File: config.mk
export PLATFORM = sky130hd
export DESIGN_NAME = serial_paralelo
export DESIGN_NICKNAME = d
export VERILOG_FILES = /design/src/rtl/serial_paralelo_pkg.sv /design/src/rtl/serial_paralelo_com_detect.sv /design/src/rtl/serial_paralelo.sv
export SDC_FILE = /design/constraint.sdc
export NUM_CORES = 1
export LEC_CHECK = 0
export ABC_AREA = 1
export BUFFER_PORTS_ARGS = -buffer_cell sky130_fd_sc_hd__buf_2
export CAP_MARGIN = 20
export CORE_ASPECT_RATIO = 0.5
export CORE_UTILIZATION = 25
export CTS_CLUSTER_DIAMETER = 200
export DETAILED_ROUTE_END_ITERATION = 10
export GPL_TIMING_DRIVEN = 0
export PLACE_DENSITY = 0.46
export SLEW_MARGIN = 5
export SYNTH_ARGS = -nofsm -noshare
export SYNTH_HDL_FRONTEND = slang
export SYNTH_SLANG_ARGS = --single-unit
File: constraint.sdc
create_clock -name clk_32f -period 2 [get_ports clk_32f]
set_input_delay 0 -clock clk_32f [delete_from_list [all_inputs] [get_ports clk_32f]]
set_output_delay 0 -clock clk_32f [all_outputs]
set_load 0.01 [all_outputs]
File: src/rtl/serial_paralelo_pkg.sv
// Shared definitions for the serial link: the COM alignment symbol and receiver state encoding.
// The transmitter imports the same COM_SYMBOL so both ends agree on the idle pattern.
package serial_paralelo_pkg;

  localparam logic [7:0] COM_SYMBOL = 8'hBC;

  typedef enum logic [1:0] {
    StSearch = 2'd0,
    StAlign  = 2'd1,
    StActive = 2'd2
  } state_e;

endpackage

File: src/rtl/serial_paralelo_com_detect.sv
// Combinational COM symbol comparator, shared by anything that needs to spot the idle pattern.
module serial_paralelo_com_detect #(
  parameter int unsigned     WIDTH = 8,
  parameter logic [WIDTH-1:0] COM  = serial_paralelo_pkg::COM_SYMBOL
) (
  input  logic [WIDTH-1:0] word,
  output logic             is_com
);

  assign is_com = (word == COM);

endmodule

File: src/rtl/serial_paralelo.sv
// Serial-to-parallel receiver: slides over the bit stream until COM is seen, confirms
// byte alignment with COM_COUNT aligned COMs, then emits one byte per WIDTH bit clocks.
module serial_paralelo
  import serial_paralelo_pkg::*;
#(
  parameter int unsigned      WIDTH     = 8,
  parameter logic [WIDTH-1:0] COM       = COM_SYMBOL,
  parameter int unsigned      COM_COUNT = 4
) (
  input  logic             clk_32f,
  input  logic             reset,
  input  logic             data_in,
  output logic [WIDTH-1:0] data_out,
  output logic             valid_out,
  output logic             byte_strobe,
  output logic             active
);

  localparam int unsigned CntW = $clog2(WIDTH);
  localparam int unsigned ComW = $clog2(COM_COUNT + 1);

  state_e            state_q, state_d;
  // The oldest stored bit would fall out of nw, so only WIDTH-1 history bits are kept.
  logic [WIDTH-2:0]  sr_q, sr_d;
  logic [CntW-1:0]   bit_cnt_q, bit_cnt_d;
  logic [ComW-1:0]   com_cnt_q, com_cnt_d;
  logic [WIDTH-1:0]  data_q, data_d;
  logic              valid_q, valid_d;
  logic              strobe_q, strobe_d;
  logic              active_q, active_d;

  logic [WIDTH-1:0]  nw;
  logic              is_com;
  logic              boundary;
  logic [CntW-1:0]   bit_cnt_inc;
  logic [ComW-1:0]   com_cnt_inc;

  assign nw          = {sr_q, data_in};
  assign sr_d        = nw[WIDTH-2:0];
  assign boundary    = (bit_cnt_q == CntW'(WIDTH - 1));
  assign bit_cnt_inc = boundary ? '0 : bit_cnt_q + CntW'(1);
  assign com_cnt_inc = com_cnt_q + ComW'(1);

  serial_paralelo_com_detect #(
    .WIDTH (WIDTH),
    .COM   (COM)
  ) u_com_detect (
    .word   (nw),
    .is_com (is_com)
  );

  always_comb begin
    state_d   = state_q;
    bit_cnt_d = bit_cnt_q;
    com_cnt_d = com_cnt_q;
    data_d    = data_q;
    valid_d   = valid_q;
    strobe_d  = 1'b0;
    active_d  = active_q;

    unique case (state_q)
      StSearch: begin
        if (is_com) begin
          bit_cnt_d = '0;
          if (COM_COUNT <= 1) begin
            com_cnt_d = ComW'(COM_COUNT);
            active_d  = 1'b1;
            state_d   = StActive;
          end else begin
            com_cnt_d = ComW'(1);
            state_d   = StAlign;
          end
        end
      end
      StAlign: begin
        bit_cnt_d = bit_cnt_inc;
        if (boundary) begin
          if (is_com) begin
            com_cnt_d = com_cnt_inc;
            if (com_cnt_inc == ComW'(COM_COUNT)) begin
              active_d = 1'b1;
              state_d  = StActive;
            end
          end else begin
            // A COM at another bit offset can only be picked up again by sliding search.
            com_cnt_d = '0;
            state_d   = StSearch;
          end
        end
      end
      StActive: begin
        bit_cnt_d = bit_cnt_inc;
        if (boundary) begin
          data_d   = nw;
          valid_d  = !is_com;
          strobe_d = 1'b1;
        end
      end
      default: state_d = StSearch;
    endcase
  end

  always_ff @(posedge clk_32f) begin
    if (!reset) begin
      state_q   <= StSearch;
      sr_q      <= '0;
      bit_cnt_q <= '0;
      com_cnt_q <= '0;
      data_q    <= '0;
      valid_q   <= 1'b0;
      strobe_q  <= 1'b0;
      active_q  <= 1'b0;
    end else begin
      state_q   <= state_d;
      sr_q      <= sr_d;
      bit_cnt_q <= bit_cnt_d;
      com_cnt_q <= com_cnt_d;
      data_q    <= data_d;
      valid_q   <= valid_d;
      strobe_q  <= strobe_d;
      active_q  <= active_d;
    end
  end

  assign data_out    = data_q;
  assign valid_out   = valid_q;
  assign byte_strobe = strobe_q;
  assign active      = active_q;

endmodule

==> results of run 1 <==
==> cell type report <==
type                       instances  area [µm²]
multi-input combinational        100         522
clock inverter                     1        30.0
inverter                          22        83.8
buffer                             3        12.5
timing repair buffer              15        85.1
clock buffer                       3        41.3
fill                             452        2760
sequential                        26         520
tap                               54        67.6
==> routing by layer <==
| layer | wire (µm) | vias up | global-route usage [%] |
|---|---|---|---|
| met4 | 6 | 0 | 3.68 |
| met1 | 1150 | 420 | 12.0 |
| met2 | 986 | 8 | 16.8 |
| met5 | 0 | - | 0 |
| li1 | - | 511 | - |
| met3 | 53 | 2 | 2.55 |
==> flip-flops by register name, summed over array words and instances, names as in the netlist <==
signal / flops
bit_cnt_q: 3
active: 1
sr_q: 7
data_out: 8
byte_strobe: 1
com_cnt_q: 3
valid_out: 1
state_q: 2
==> worst min path at each step <==
stage / start / to / slack, ps / depth (start not counted)
global placement: data_in / sr_q[0]$_SDFF_PN0_ / 230 / 3
finish: sr_q[0]$_SDFF_PN0_ / sr_q[1]$_SDFF_PN0_ / 440 / 2
detailed placement: data_in / sr_q[0]$_SDFF_PN0_ / 230 / 3
global route: sr_q[3]$_SDFF_PN0_ / sr_q[4]$_SDFF_PN0_ / 460 / 2
CTS: sr_q[0]$_SDFF_PN0_ / sr_q[1]$_SDFF_PN0_ / 440 / 2
floorplan: data_in / sr_q[0]$_SDFF_PN0_ / 90 / 2
==> worst reg2reg max path, cell delays in order (launching register included) <==
cell and delay, ps:
dfxtp_1 330, ha_1 200, ha_1 210, nand2_1 190, inv_1 110, buf_2 190
o211ai_1 170, inv_1 50
==> synthesized netlist by cell type, drive strengths merged <==
| cell type | n | area (µm²) |
|---|---|---|
| ha | 8 | 100 |
| or2 | 2 | 12.5 |
| nand3 | 6 | 30.0 |
| inv | 21 | 78.8 |
| clkbuf | 1 | 3.75 |
| o211ai | 1 | 7.51 |
| nand3b | 1 | 7.51 |
| nor3 | 2 | 10.0 |
| o21ai | 15 | 78.8 |
| dfxtp | 26 | 521 |
| clkinv | 1 | 5.00 |
| a21oi | 9 | 52.6 |
| nand4 | 1 | 6.26 |
| nor2 | 28 | 110 |
| buf | 2 | 8.75 |
| nand2 | 27 | 106 |
==> stage by stage <==
| stage | area [µm²] | total power, µW |
|---|---|---|
| global route | 1360 | 1830 |
| CTS | 1360 | 1700 |
| finish | 1360 | 1680 |
| global placement | 1270 | 1240 |
| detailed placement | 1270 | 1250 |
| floorplan | 1140 | 1150 |
==> power by group through the flow <==
stage / combinational [µW] / clock [µW] / sequential [µW]
after global routing: 696 / 483 / 651
after CTS: 605 / 456 / 639
after detailed placement: 598 / 0 / 652
after global placement: 592 / 0 / 651
final: 600 / 437 / 639
after floorplan: 504 / 0 / 642
==> cell families (layout without fill, tap and decap cells) <==
logic type	Yosys count	in the layout	share of synthesized area, %
fa+ha+maj	8	8	8.79
buf+inv	25	44	8.46
flops	26	26	45.7
simple gates	67	67	24.8
compound gates	25	25	12.2
==> timing repair <==
item / in CTS / in global routing
endpoints found under the hold margin: 4 / 0
hold buffers: 2 / 0
resized for setup: 0 / 0
buffers inserted: 0 / 0
==> reports/qor.csv, run 1 <==
metric,value,unit
CTS tree,yes,
initial DRC count,24,
share of the yosys chip area belonging to registers,45.7,%
Int Power,1090,µW
clock latency on the worst-skew pair,270,ps
Synth Instances,151,
crit path to,valid_out$_SDFFE_PN0P_,
largest net degree at the start of global routing,16,
Routability Congestion,0.737,
# port buffers,13,
core area,4120,µm²
overflow left after global routing,0,
H-tree depth,1,
TritonRoute pass-1 iters,4,
drt wl/cell,9.82,µm
post-route non-filler standard cell count,224,
Min-Delay Path Class,flop to flop,
Startpoint Class,flop,
Nets,182,
Rel. slew slack,68.8,%
routed via count,941,
Placed Cells,218,
Slew Limit Fails,0,
Worst Tran Pin Value,468,ps
Die W,97.4,µm
layout cells sized above 1,15.3,%
Synth cell types,22,
Crit. path cell count,7,
Synth Net Count,162,
dpl ws,448,ps
pwr/cell area,1230,nW/µm²
crit path cell chain,ha_1 -> ha_1 -> nand2_1 -> inv_1 -> buf_2 -> o211ai_1 -> inv_1,
row cnt,16,
starting density of the core,27.6,%
syn_area_per_cell,7.54,µm²
synth warn,0,
clock power share,26.1,%
Ports,14,
"Arr. time, crit path",1730,ps
cell area after synthesis,1140,µm²
fin crit period,1550,ps
fin crit share,77.6,%
Combinational Power Share,35.8,%
clock sink total,26,
die height,49.7,µm
P_leak,0.000678,µW
post-route ant nets,0,
most frequent cells in the layout,"nor2_1 (26), dfxtp_1 (26), nand2_1 (25)",
CP max FO,10,
vias in the first global route,878,
max-cap viol count,0,
Net Sw Frac,34.7,%
endpoints failing setup,0,
family with the most delay on the worst path,adder cells,
Die ar.,4840,µm²
max incr delay on CP,330,ps
cell at the slowest stage of the critical path,dfxtp_1,
RSZ-0062 raised after global routing,no,
all-layer global routing usage,9.80,%
first-pass GRT wire length,3.75,mm
fin util,33.0,%
total wire length,2.20,mm
HPWL after detailed placement,1.66,mm
DR DRC count,0,
CTS Buffer Depth,2,
crit path launch,bit_cnt_q[0]$_SDFFE_PN0P_,
Clock Skew,3.94,ps
number of vias per cell,4.20,
maximum clock frequency,644,MHz
number of buffers and inverters on the critical path,3,
Crit Path Category,flop to flop,
WP data required,2180,ps
Reg2Reg Launch Point,bit_cnt_q[0]$_SDFFE_PN0P_,
# diodes,0,
"Hold Vio Cnt, Final",0,
Fin Setup TNS,0,ps
CTS clock-pin slew for the worst setup and hold paths,90,ps
Crit. End Element,flop,
Worst VDD drop,0.289,mV
switching power,582,µW
root buffer cell,clkbuf_8,
hold_ws,441,ps
final critical-path setup slack,448,ps
sequential power share,38.1,%
initial antenna violation count,0,
status,finished clean,
cells on worst reg2reg path,7,
R2R Setup Slk,450,ps
R2R Path End,valid_out$_SDFFE_PN0P_,
"FF+latch count, synth",26,
Layout Area Growth over Synthesis,19.7,%
CTS Buf Count,3,
Note: power is estimated with default switching activity, not from simulation.
==> run 2: changes to the inputs <==
- clock period: 2 -> 1.6 ns (I/O delays scaled with it)
==> reports/qor.csv, run 2 (synthesized netlist as in run 1, its figures left out) <==
metric,value,unit,change
status,finished clean,,
cell at the slowest stage of the critical path,dfxtp_1,,
clock power share,26.1,%,about the same
max reg flops,8,,unchanged
Worst VDD drop,0.361,mV,+25%
fin crit share,90.2,%,+13 points
initial DRC count,24,,unchanged
fin crit period,1440,ps,-109 ps
P_leak,0.000675,µW,-0.37%
HPWL after detailed placement,1.66,mm,unchanged
Int Power,1370,µW,+25%
Crit Path Category,flop to flop,,
DR DRC count,0,,unchanged
# port buffers,13,,unchanged
crit path to,com_cnt_q[2]$_SDFFE_PN0P_,,
die height,49.7,µm,unchanged
Most common cell on crit path,nand2_1,,
root buffer cell,clkbuf_8,,
hold path startpoint,sr_q[0]$_SDFF_PN0_,,
total wire length,2.20,mm,-0.14%
first-pass GRT wire length,3.75,mm,unchanged
CTS Buffer Depth,2,,unchanged
Clock Skew,3.96,ps,+0.0218 ps
H-tree depth,1,,unchanged
endpoints failing setup,0,,unchanged
Die ar.,4840,µm²,unchanged
WP data required,1780,ps,-400 ps
clock sink total,26,,unchanged
CP max FO,5,,-5
crit path launch,state_q[1]$_SDFFE_PN0P_,,
final critical-path setup slack,156,ps,-291 ps
number of vias per cell,4.21,,+0.21%
switching power,728,µW,+25%
Worst Tran Pin Value,468,ps,+0.00334 ps
maximum clock frequency,693,MHz,+7.5%
max incr delay on CP,320,ps,about the same
register area,522,µm²,+0.24%
CTS clock-pin slew for the worst setup and hold paths,90,ps,about the same
R2R Setup Slk,160,ps,-290 ps
largest net degree at the start of global routing,16,,unchanged
most frequent cells in the layout,"nor2_1 (26), dfxtp_1 (25), nand2_1 (24)",,
Fin Setup TNS,0,ps,unchanged
Startpoint Class,flop,,
# diodes,0,,unchanged
dpl ws,48.3,ps,-400 ps
RSZ-0062 raised after global routing,no,,
Slew Limit Fails,0,,unchanged
row cnt,16,,unchanged
routed via count,943,,+0.21%
Reg2Reg Launch Point,state_q[1]$_SDFFE_PN0P_,,
vias in the first global route,878,,unchanged
overflow left after global routing,0,,unchanged
Crit. End Element,flop,,
all-layer global routing usage,9.80,%,unchanged
Placed Cells,218,,unchanged
Min-Delay Path Class,flop to flop,,
sequential power share,38.1,%,about the same
R2R Path End,com_cnt_q[2]$_SDFFE_PN0P_,,
Rel. slew slack,68.8,%,about the same
crit path cell chain,inv_1 -> ha_1 -> or2_1 -> nand2_1 -> a21oi_2 -> o21ai_1 -> nand2_1 -> nor2_1,,
Layout Area Growth over Synthesis,20.4,%,
initial antenna violation count,0,,unchanged
max-cap viol count,0,,unchanged
Die W,97.4,µm,unchanged
pwr/cell area,1530,nW/µm²,+24%
cells on worst reg2reg path,8,,+1
CTS tree,yes,,
clock latency on the worst-skew pair,270,ps,about the same
fin util,33.3,%,+0.21 points
Nets,182,,unchanged
postcts setup bufs,0,,unchanged
starting density of the core,27.6,%,unchanged
"most common cell after layout, fill and taps aside",nor2_1,,
core area,4120,µm²,unchanged
Multi-input gate area,527,µm²,+0.96%
Routability Congestion,0.737,,unchanged
drt wl/cell,9.80,µm,-0.14%
layout cells sized above 1,17.1,%,+1.8 points
post-route ant nets,0,,unchanged
fillcell total,450,,-0.44%
TritonRoute pass-1 iters,4,,unchanged
"Hold Vio Cnt, Final",0,,unchanged
post-route non-filler standard cell count,224,,unchanged
CTS Buf Count,3,,unchanged
Combinational Power Share,35.8,%,about the same
Net Sw Frac,34.7,%,about the same
Ports,14,,unchanged
"Arr. time, crit path",1620,ps,-110 ps
run 2: cell count changes in the layout (fill, tap and decap cells not counted), sizes merged:
cell    change
buf         -1
clkbuf      +1
run 2: timing repair:
| item | 4_1_cts | 5_1_grt |
|---|---|---|
| endpoints found under the setup margin | 0 | 6 |
| gates resized for setup | 0 | 4 |
| hold endpoints to repair | 4 | 0 |
| hold buffers | 2 | 0 |
run 2: worst max-delay path: cells and delay by family, from the launching register on:
family | cells | cell delay (ps)
adders and majority gates | 1 | 310
and+or+nand+nor | 4 | 320
buffers and inverters | 1 | 110
AOI/OAI and AO/OA | 2 | 270
DFF | 1 | 320
run 2: how the worst min path moves through the flow:
stage	endpoint	slack [ps]	cells after the start
6_report	sr_q[1]$_SDFF_PN0_	440	2
5_1_grt	sr_q[4]$_SDFF_PN0_	460	2
4_1_cts	sr_q[1]$_SDFF_PN0_	440	2
3_5_place_dp	sr_q[0]$_SDFF_PN0_	230	3
3_3_place_gp	sr_q[0]$_SDFF_PN0_	230	3
2_1_floorplan	sr_q[0]$_SDFF_PN0_	90	2
run 2: final cells by class:
class	instances	share of cell area (%)
Clock buffer	3	3.01
Buffer	3	1.09
Tap cell	54	4.93
Inverter	22	6.11
Sequential cell	26	38.0
Timing Repair Buffer	15	6.20
Multi-Input combinational cell	100	38.4
Clock inverter	1	2.19
run 2: power groups by stage:
stage          Clock [µW]  Sequential, µW  Combinational (µW)
4_1_cts               570             799                 756
3_3_place_gp            0             814                 740
6_report              547             800                 751
2_1_floorplan           0             802                 629
5_1_grt               603             815                 873
3_5_place_dp            0             815                 748
run 2: routing by layer:
| metal | up-vias | global-route usage, % | part of all wire (%) |
|---|---|---|---|
| met4 | 0 | 3.68 | 0.27 |
| met2 | 8 | 16.8 | 45 |
| met1 | 422 | 12.0 | 53 |
| met5 | - | 0 | 0 |
| li1 | 511 | - | - |
| met3 | 2 | 2.55 | 2.1 |
run 2: metrics by stage:
stage	cell area (µm²)	total power (µW)	hold slack, ps
finish	1370	2100	441
global route	1370	2290	461
CTS	1360	2120	440
detailed placement	1270	1560	232
global placement	1270	1550	226
floorplan	1140	1430	93.5
==> run 3: changes to the inputs <==
- ABC_AREA: 1 -> unset
==> reports/qor.csv, run 3 <==
metric,value,unit,change
H-tree depth,1,,unchanged
number of vias per cell,4.63,,+10%
largest net degree at the start of global routing,16,,unchanged
postcts setup bufs,0,,unchanged
synth warn,0,,unchanged
Crit. End Element,flop,,
CTS tree,yes,,
core area,4100,µm²,-0.49%
Worst VDD drop,0.291,mV,-19%
pwr/cell area,906,nW/µm²,-41%
"Arr. time, crit path",1730,ps,+110 ps
total wire length,2.33,mm,+6.2%
Synth cell types,33,,+50%
sequential power share,53.0,%,+15 points
Clock Skew,5.14,ps,+1.18 ps
top sig layer,met4,,
met3 wire len,102,µm,+120%
Synth area leader,dfxtp_1,,
Startpoint Class,flop,,
WP data required,1810,ps,+30 ps
"Hold Vio Cnt, Final",0,,unchanged
endpoints failing setup,0,,unchanged
fin crit period,1520,ps,+74.7 ps
"most common cell after layout, fill and taps aside",nand2_1,,
Post-Synth Adder-Cell Area,8.90,%,+0.11 points
all-layer global routing usage,10.6,%,+0.78 points
Total Power,1240,µW,-41%
initial antenna violation count,0,,unchanged
max reg flops,8,,unchanged
layout cells sized above 1,20.7,%,+3.7 points
Net Sw Frac,19.6,%,-15 points
Layout Area Growth over Synthesis,21.8,%,
fin area,1370,µm²,about the same
post-synthesis mux area share,1.78,%,+1.8 points
Min-Delay Path Class,primary input to flop,,
max-cap viol count,0,,unchanged
first-pass GRT wire length,3.96,mm,+5.5%
root buffer cell,clkbuf_8,,
most frequent cells in the layout,"nand2_1 (26), dfxtp_1 (25), buf_2 (14)",,
Int Power,998,µW,-27%
clock power share,44.8,%,+19 points
cell at the slowest stage of the critical path,dfxtp_2,,
"FF+latch count, synth",26,,unchanged
share of the yosys chip area belonging to registers,46.3,%,+0.56 points
family with the most delay on the worst path,adder cells,,
die height,49.4,µm,-0.58%
Synth Area in Compound Gates,15.8,%,+3.6 points
Most common cell on crit path,ha_1,,
row cnt,16,,unchanged
post-synthesis simple-gate area fraction,22.6,%,-2.3 points
HPWL after detailed placement,1.63,mm,-2.1%
Slew Limit Fails,0,,unchanged
placed cell area,1260,µm²,-1.1%
CTS Buf Count,3,,unchanged
commonest cells in the netlist,"dfxtp_1 (26), nand2_1 (26), a21oi_1 (9), and2_1 (9), ha_1 (8)",,
CTS clock-pin slew for the worst setup and hold paths,100,ps,about the same
TritonRoute pass-1 iters,4,,unchanged
DR DRC count,0,,unchanged
Combinational Power Share,2.2,%,-34 points
switching power,243,µW,-67%
vias in the first global route,837,,-4.7%
fin crit share,94.9,%,+4.7 points
post-route ant nets,0,,unchanged
routed via count,899,,-4.7%
metal2 WL,941,µm,-4.7%
P_leak,0.000557,µW,-18%
CTS Buffer Depth,2,,unchanged
main flop type after synthesis,dfxtp_1,,
Die W,96.9,µm,-0.60%
"top cells by area, synth","dfxtp_1 (46%), ha_1 (8.9%), nand2_1 (8.7%)",,
CP max FO,8,,+3
Synth Net Count,133,,-18%
Nets,152,,-16%
Die ar.,4790,µm²,-1.2%
drt wl/cell,12.0,µm,+23%
Crit Path Category,flop to flop,,
# port buffers,13,,unchanged
Yosys top cell area share,46.3,%,+0.56 points
number of buffers and inverters on the critical path,1,,unchanged
cell area after synthesis,1120,µm²,-1.2%
max incr delay on CP,340,ps,+20 ps
Worst Tran Pin Value,474,ps,+5.88 ps
asr flop ratio synth,0,%,unchanged
post-synthesis xor/xnor area fraction,0.779,%,+0.78 points
Routability Congestion,0.690,,-6.3%
clock sink total,26,,unchanged
Synth Instances,122,,-19%
maximum clock frequency,659,MHz,-4.9%
Metal-1 WL,1.27,mm,+10%
syn_area_per_cell,9.22,µm²,+22%
starting density of the core,27.4,%,-0.20 points
# diodes,0,,unchanged
clock latency on the worst-skew pair,270,ps,about the same
initial DRC count,32,,+33%
"EDFF count, synth",0,,unchanged
crit path cell chain,ha_1 -> ha_1 -> buf_6 -> nand2b_4 -> nor2b_4 -> o211ai_1 -> mux2i_1,,
largest family of logic cells by synthesized area,simple AND/OR/NAND/NOR gates,,
overflow left after global routing,0,,unchanged
Ports,14,,unchanged
Rel. slew slack,68.4,%,-0.39 points
status,finished clean,,
## run 3: cell types whose count changed in the layout (fill, tap and decap cells not counted), sizes merged, moves of 3 or more
| cell | previous run | this run |
|---|---|---|
| o21ai | 15 | 0 |
| nor2 | 28 | 6 |
| inv | 21 | 3 |
| a31oi | 0 | 3 |
| and2 | 0 | 10 |
| nand3 | 6 | 1 |
## run 3: metal layers
layer  GRT usage, %  vias to the layer above
met4           2.24                        0
met5              0                        -
met1           14.2                      425
li1               -                      455
met3           3.87                        2
met2           16.3                       17
## run 3: cell families after synthesis
| kind of cell | Yosys count |
|---|---|
| mux | 2 |
| simple gates | 51 |
| fa+ha+maj | 8 |
| compound gates | 25 |
| xor+xnor | 1 |
| buf+inv | 9 |
| flops | 26 |
## run 3: final timing paths
kind / startpoint / to / slack [ps] / depth (start not counted)
max reg2reg: bit_cnt_q[0]$_SDFFE_PN0P_ / state_q[0]$_SDFFE_PN0P_ / 80 / 7
max: bit_cnt_q[0]$_SDFFE_PN0P_ / state_q[0]$_SDFFE_PN0P_ / 80 / 7
min reg2reg: data_out[3]$_SDFFE_PN0P_ / data_out[3]$_SDFFE_PN0P_ / 450 / 2
min: reset / com_cnt_q[1]$_SDFFE_PN0P_ / 40 / 3
## run 3: per-stage QoR
step	utilization (%)	cells	hold slack (ps)	setup TNS (ps)	setup slack, ps
2_1_floorplan	-	122	122	0	171
3_3_place_gp	30.6	189	242	0	41.9
3_5_place_dp	30.6	189	249	0	10.8
4_1_cts	32.6	194	40.1	0	12.2
5_1_grt	33.4	194	53.4	-34.0	-34.0
6_report	33.4	194	35.9	0	81.7
## run 3: area by class of cell
| type | instances | area (µm²) |
|---|---|---|
| fillers | 405 | 2730 |
| clock inverters | 1 | 30.0 |
| clock buffers | 3 | 41.3 |
| repair buffers | 14 | 75.1 |
| plain buffers | 5 | 35.0 |
| flip-flops and latches | 26 | 522 |
| multi-input cells | 87 | 584 |
| inverters | 4 | 15.0 |
| well taps | 54 | 67.6 |
## run 3: power by group through the flow
stage | registers [µW] | logic (µW) | clock network [µW]
global route | 660 | 32.2 | 602
finish | 658 | 27.0 | 556
global placement | 674 | 25.1 | 0
floorplan | 672 | 16.0 | 0
detailed placement | 674 | 25.6 | 0
CTS | 659 | 27.7 | 566
## run 3: worst register-to-register path, delay by kind of cell, from the launching register on
kind / cells / cell delay, ps
AO/OA/AOI/OAI: 1 / 130
adder cells (fa/ha/maj): 2 / 370
buffers and inverters: 1 / 130
multiplexers: 1 / 210
AND/OR/NAND/NOR: 2 / 270
flip-flops: 1 / 340
## run 3: what timing repair did
action	in CTS	in global routing
resized for setup	0	9
endpoints found under the hold margin	2	0
hold buffers	1	0
setup endpoints to repair	0	10
